`config.mk`:
```
export PLATFORM = sky130hd
export DESIGN_NAME = hazard_scoreboard
export DESIGN_NICKNAME = d
export VERILOG_FILES = /design/src/rtl/hazard_scoreboard.sv
export SDC_FILE = /design/constraint.sdc
export NUM_CORES = 1
export LEC_CHECK = 0
export CAP_MARGIN = 20
export CORE_UTILIZATION = 50
export CTS_CLUSTER_DIAMETER = 40
export DETAILED_ROUTE_END_ITERATION = 8
export MAX_ROUTING_LAYER = met4
export PLACE_DENSITY = 0.78
export SLEW_MARGIN = 20
export SYNTH_ARGS = -nofsm -noshare
export SYNTH_HDL_FRONTEND = slang
export SYNTH_SLANG_ARGS = --single-unit
```
`constraint.sdc`:
```
create_clock -name clk -period 12.9 [get_ports clk]
set_input_delay 3.87 -clock clk [delete_from_list [all_inputs] [get_ports clk]]
set_output_delay 3.87 -clock clk [all_outputs]
set_load 0.005 [all_outputs]
```
`src/rtl/hazard_scoreboard.sv`:
```
// hazard_scoreboard: register-level hazard tracking for an in-order pipeline.
// Keeps a per-register "pending write" bitmap, stalls decode on RAW/WAW
// hazards against that bitmap, and runs a two-state branch-flush FSM that
// squashes decode and bubbles execute for the branch cycle plus one more.
//
// Ports:
//   clk, rst            clock, asynchronous active-high reset
//   issue_*             decode-stage instruction (valid, rs1, rs2, uses_rs2, rd, regwrite)
//   wb_valid, wb_rd     writeback port clearing a pending write
//   branch_taken        execute resolved a taken branch
//   stall_d             hold fetch/decode registers (combinational)
//   flush_d, flush_e    squash decode / bubble execute (combinational)
//   busy                per-register pending-write bitmap (registered)
//   pending_cnt         popcount of busy
//   stall_cycles        saturating count of stalled cycles

// One pending-write flag. A clear beats a set so that a writeback landing
// in the same cycle as a new write to the same register leaves it free.
module hazard_busy_cell (
    input  logic clk,
    input  logic rst,
    input  logic set,
    input  logic clr,
    output logic busy
);
    always_ff @(posedge clk or posedge rst) begin
        if (rst)      busy <= 1'b0;
        else if (clr) busy <= 1'b0;
        else if (set) busy <= 1'b1;
    end
endmodule

module hazard_scoreboard #(
    parameter int NUM_REGS = 32
) (
    input  logic        clk,
    input  logic        rst,
    input  logic        issue_valid,
    input  logic [4:0]  issue_rs1,
    input  logic [4:0]  issue_rs2,
    input  logic        issue_uses_rs2,
    input  logic [4:0]  issue_rd,
    input  logic        issue_regwrite,
    input  logic        wb_valid,
    input  logic [4:0]  wb_rd,
    input  logic        branch_taken,
    output logic        stall_d,
    output logic        flush_d,
    output logic        flush_e,
    output logic [31:0] busy,
    output logic [5:0]  pending_cnt,
    output logic [15:0] stall_cycles
);
    localparam logic [0:0] RUN   = 1'b0;
    localparam logic [0:0] FLUSH = 1'b1;

    logic [0:0]          state;
    logic                flush_active;
    logic                hazard_raw;
    logic                hazard_waw;
    logic                issue_fire;
    logic [NUM_REGS-1:0] set_vec;
    logic [NUM_REGS-1:0] clr_vec;

    // ---------------- branch flush FSM ----------------
    // FLUSH lasts one cycle and ignores branch_taken; a branch in the FLUSH
    // cycle is already covered by the squash in progress.
    always_ff @(posedge clk or posedge rst) begin
        if (rst) begin
            state <= RUN;
        end else begin
            case (state)
                RUN:     state <= branch_taken ? FLUSH : RUN;
                default: state <= RUN;
            endcase
        end
    end

    assign flush_active = branch_taken | (state == FLUSH);
    assign flush_d      = flush_active;
    assign flush_e      = flush_active;

    // ---------------- hazard detection ----------------
    // Uses the registered bitmap only, so a writeback releases a stall on
    // the following cycle rather than forwarding through in the same cycle.
    // busy[0] is constant 0, which makes x0 hazard-free without extra terms;
    // the explicit !=0 checks keep the intent readable.
    assign hazard_raw = issue_valid &
                        ((busy[issue_rs1] & (issue_rs1 != 5'd0)) |
                         (issue_uses_rs2 & busy[issue_rs2] & (issue_rs2 != 5'd0)));
    assign hazard_waw = issue_valid & issue_regwrite & (issue_rd != 5'd0) & busy[issue_rd];

    // A flush overrides any stall: the instruction being held is squashed.
    assign stall_d    = (hazard_raw | hazard_waw) & ~flush_active;
    assign issue_fire = issue_valid & ~stall_d & ~flush_active;

    // ---------------- busy bitmap ----------------
    always_comb begin
        set_vec = '0;
        clr_vec = '0;
        if (issue_fire && issue_regwrite && issue_rd != 5'd0)
            set_vec[issue_rd] = 1'b1;
        if (wb_valid && wb_rd != 5'd0)
            clr_vec[wb_rd] = 1'b1;
    end

    assign busy[0] = 1'b0;

    genvar g;
    generate
        for (g = 1; g < NUM_REGS; g++) begin : g_cell
            hazard_busy_cell u_cell (
                .clk  (clk),
                .rst  (rst),
                .set  (set_vec[g]),
                .clr  (clr_vec[g]),
                .busy (busy[g])
            );
        end
    endgenerate

    // ---------------- pending count ----------------
    always_comb begin
        pending_cnt = '0;
        for (int i = 0; i < NUM_REGS; i++)
            pending_cnt = pending_cnt + {5'd0, busy[i]};
    end

    // ---------------- stall statistics ----------------
    always_ff @(posedge clk or posedge rst) begin
        if (rst)
            stall_cycles <= '0;
        else if (stall_d && stall_cycles != 16'hFFFF)
            stall_cycles <= stall_cycles + 16'd1;
    end
endmodule

```
==> impl_metrics.env <==
export IMPL_grt_use_total=0.2821
export IMPL_finalWorstSetupSlack_ns=2.218
export IMPL_cap_violations=0
export IMPL_final_cells=564
export IMPL_clk_latency_ns=0.31
export IMPL_final_util=0.6205
export IMPL_viasPerCell=6.067
export IMPL_area_growth_pct=18.66
export IMPL_die_x_um=92.36
export IMPL_cts_made_buffers=5
export IMPL_fin_skew_ns=0.01098
export IMPL_wl_um=11010
export IMPL_synthCells=422
export IMPL_outcome="complete, no violations"
export IMPL_synth_fp_nets=480
export IMPL_drtPass1Iterations=5
export IMPL_rsz0062_at_grt="no"
export IMPL_drc_errors=0
export IMPL_core_mm2=0.007807
export IMPL_io_pins=84
export IMPL_pwr_density_cell_mw_per_mm2=108.2
export IMPL_place_inst=556
export IMPL_setup_tns_final_ns=0
export IMPL_grt_pass1_vias=3388
export IMPL_report_final_slew_viol_count=0
export IMPL_clock_sinks=48
export IMPL_fin_hold_ws_ns=0.4381
export IMPL_synth_edf_count=0
export IMPL_report_final_setup_viol=0
export IMPL_place_congestion=0.8925
export IMPL_grt_antenna_before_repair=0
export IMPL_fmax_ghz=0.09361
export IMPL_async_flop_share=1.000
export IMPL_final_cell_area_mm2=0.004845
export IMPL_critPathArrivalTime_ns=6.81
export IMPL_finalCritPeriodShare=0.8281
export IMPL_cts_resized=0
export IMPL_ant_nets=0
export IMPL_r2r_slack_ns=10.12
export IMPL_irDropWorstVdd_uv=80.36
export IMPL_syn_area_mm2=0.004083
export IMPL_ys_types=51
export IMPL_total_leakage_power_nw=1.991
export IMPL_crit_type="input pin to output pin"
export IMPL_port_buffers=82
export IMPL_mostFrequentLayoutCell="clkdlybuf4s50_1"
export IMPL_root_buffer="clkbuf_8"
export IMPL_cts_hold_fix_buffers=0
export IMPL_synth_seq_area_share=0.2942
export IMPL_hold_viol_final=0
export IMPL_nets=519
export IMPL_final_cell_mix="clkdlybuf4s50_1, dfrtp_1, inv_1"
export IMPL_grt_overflow=0
export IMPL_grt_pass1_wl_um=17870
export IMPL_clock_path_buffers=2
export IMPL_htree_levels=2
export IMPL_grt_start_max_net_pins=49
export IMPL_start_kind="input pin"
export IMPL_fp_dieArea_mm2=0.008530
export IMPL_wl_per_cell_um=19.51
export IMPL_syn_area_per_cell_um2=9.675
export IMPL_slew_headroom=0.3081
export IMPL_fp_dieH_um=92.36
export IMPL_cts_clk_slew_worst_paths_ns=0.10
export IMPL_rows=32
export IMPL_yosysWarnings=0
export IMPL_insertedDiodeCount=0
export IMPL_drt_iter0_drc=222
export IMPL_post_cts_buffers=0
export IMPL_worstMarginPinSlew_ns=1.035
export IMPL_dp_slack_ns=2.260
export IMPL_crit_fanout=17
export IMPL_post_dp_cell_area_mm2=0.004706
export IMPL_initial_core_util=0.5229
export IMPL_endpoint_kind="output pin"
export IMPL_critical_path_required_ns=9.03
export IMPL_hold_path_class="register to register"
export IMPL_synth_seq_cells=48
export IMPL_cts_tree="built"
export IMPL_finalPower_mw=0.5241
export IMPL_drive_above_1_share=0.04762
export IMPL_synth_top_flop_cell="dfrtp_1"
export IMPL_vias=3422
export IMPL_dp_hpwl_um=8376
export IMPL_finalCriticalPeriod_ns=10.68
==> final timing paths <==
check / depth (start not counted) / start / to
min reg2reg: 1 / state / state
max: 9 / issue_rs2[2] / stall_d
min in group asynchronous: 2 / rst / stall_cycles[15]
max in group asynchronous: 2 / rst / g_cell[20].u_cell.busy
max reg2reg: 8 / g_cell[23].u_cell.busy / g_cell[27].u_cell.busy
min: 1 / state / state
==> routing by layer <==
layer | vias to the layer above | global-route usage | routed length, um
li1 | 1527 | - | -
met1 | 1688 | 0.3763 | 4562
met2 | 180 | 0.4352 | 5190
met3 | 27 | 0.05172 | 988
met4 | 0 | 0.09635 | 265
met5 | - | - | 0
==> sequential cells by signal, indices dropped and copies added, names as in the netlist <==
register / flops
g_cell.u_cell.busy: 31
stall_cycles: 16
state: 1
==> Yosys cell counts, types with 2 or more instances <==
master,count,area share
buf_2,8,0.0098
and2_1,2,0.0031
nand3_1,12,0.015
nor2b_1,5,0.0077
a2bb2oi_1,19,0.041
mux4_2,7,0.039
inv_1,48,0.044
and3_1,5,0.0077
fa_1,23,0.11
or3_1,2,0.0031
o2111ai_1,2,0.0043
nor4_1,2,0.0031
a21oi_1,3,0.0037
mux2i_1,26,0.064
o32a_1,6,0.015
a311oi_1,2,0.0043
nor2_1,43,0.040
nand4_1,11,0.017
clkbuf_1,6,0.0055
xnor2_1,15,0.032
nor3_1,2,0.0025
o22a_1,6,0.013
nand4b_1,3,0.0064
dfrtp_1,48,0.29
a21o_1,3,0.0055
o22ai_1,8,0.012
ha_1,8,0.025
nand2b_1,4,0.0061
a31oi_1,4,0.0061
o211ai_1,3,0.0055
nand3b_1,7,0.013
buf_4,34,0.063
buf_1,2,0.0018
nor3b_1,2,0.0037
mux2_2,3,0.0083
or3b_1,4,0.0086
xor2_1,3,0.0064
nand2_1,18,0.017
==> cell type report <==
type	instances	area, um^2
Sequential cell	48	1201
Timing Repair Buffer	82	820.8
Inverter	48	181.4
Fill cell	668	2963
Clock inverter	3	68.82
Clock buffer	5	68.82
Tap cell	102	127.6
Multi-Input combinational cell	276	2376
==> logic make-up (layout without fill, tap and decap cells) <==
| group | count (synthesis) | after routing | synth area share |
|---|---|---|---|
| AND/OR/NAND/NOR | 125 | 125 | 0.1581 |
| buffers and inverters | 98 | 138 | 0.1238 |
| AO/OA/AOI/OAI | 64 | 64 | 0.1327 |
| flip-flops | 48 | 48 | 0.2942 |
| multiplexers | 37 | 37 | 0.1143 |
| adder cells (fa/ha/maj) | 31 | 31 | 0.1373 |
| XOR/XNOR | 18 | 18 | 0.03862 |
| other | 1 | 1 | 0.0009185 |
==> report_power, final <==
group	internal (mW)	switching (mW)	total [mW]
clock network	0.0780	0.0529	0.131
registers	0.163	0.0252	0.188
logic	0.115	0.0900	0.205
==> worst max-delay path, stage by stage <==
cell	delay [ns]
clkdlybuf4s50_1	0.80
mux4_2	0.51
nor2_1	0.04
or4_1	0.51
nand4_1	0.12
a31oi_2	0.10
nand2b_1	0.20
a21oi_1	0.13
clkdlybuf4s50_1	0.53
Note: power is estimated with default switching activity, not from simulation.
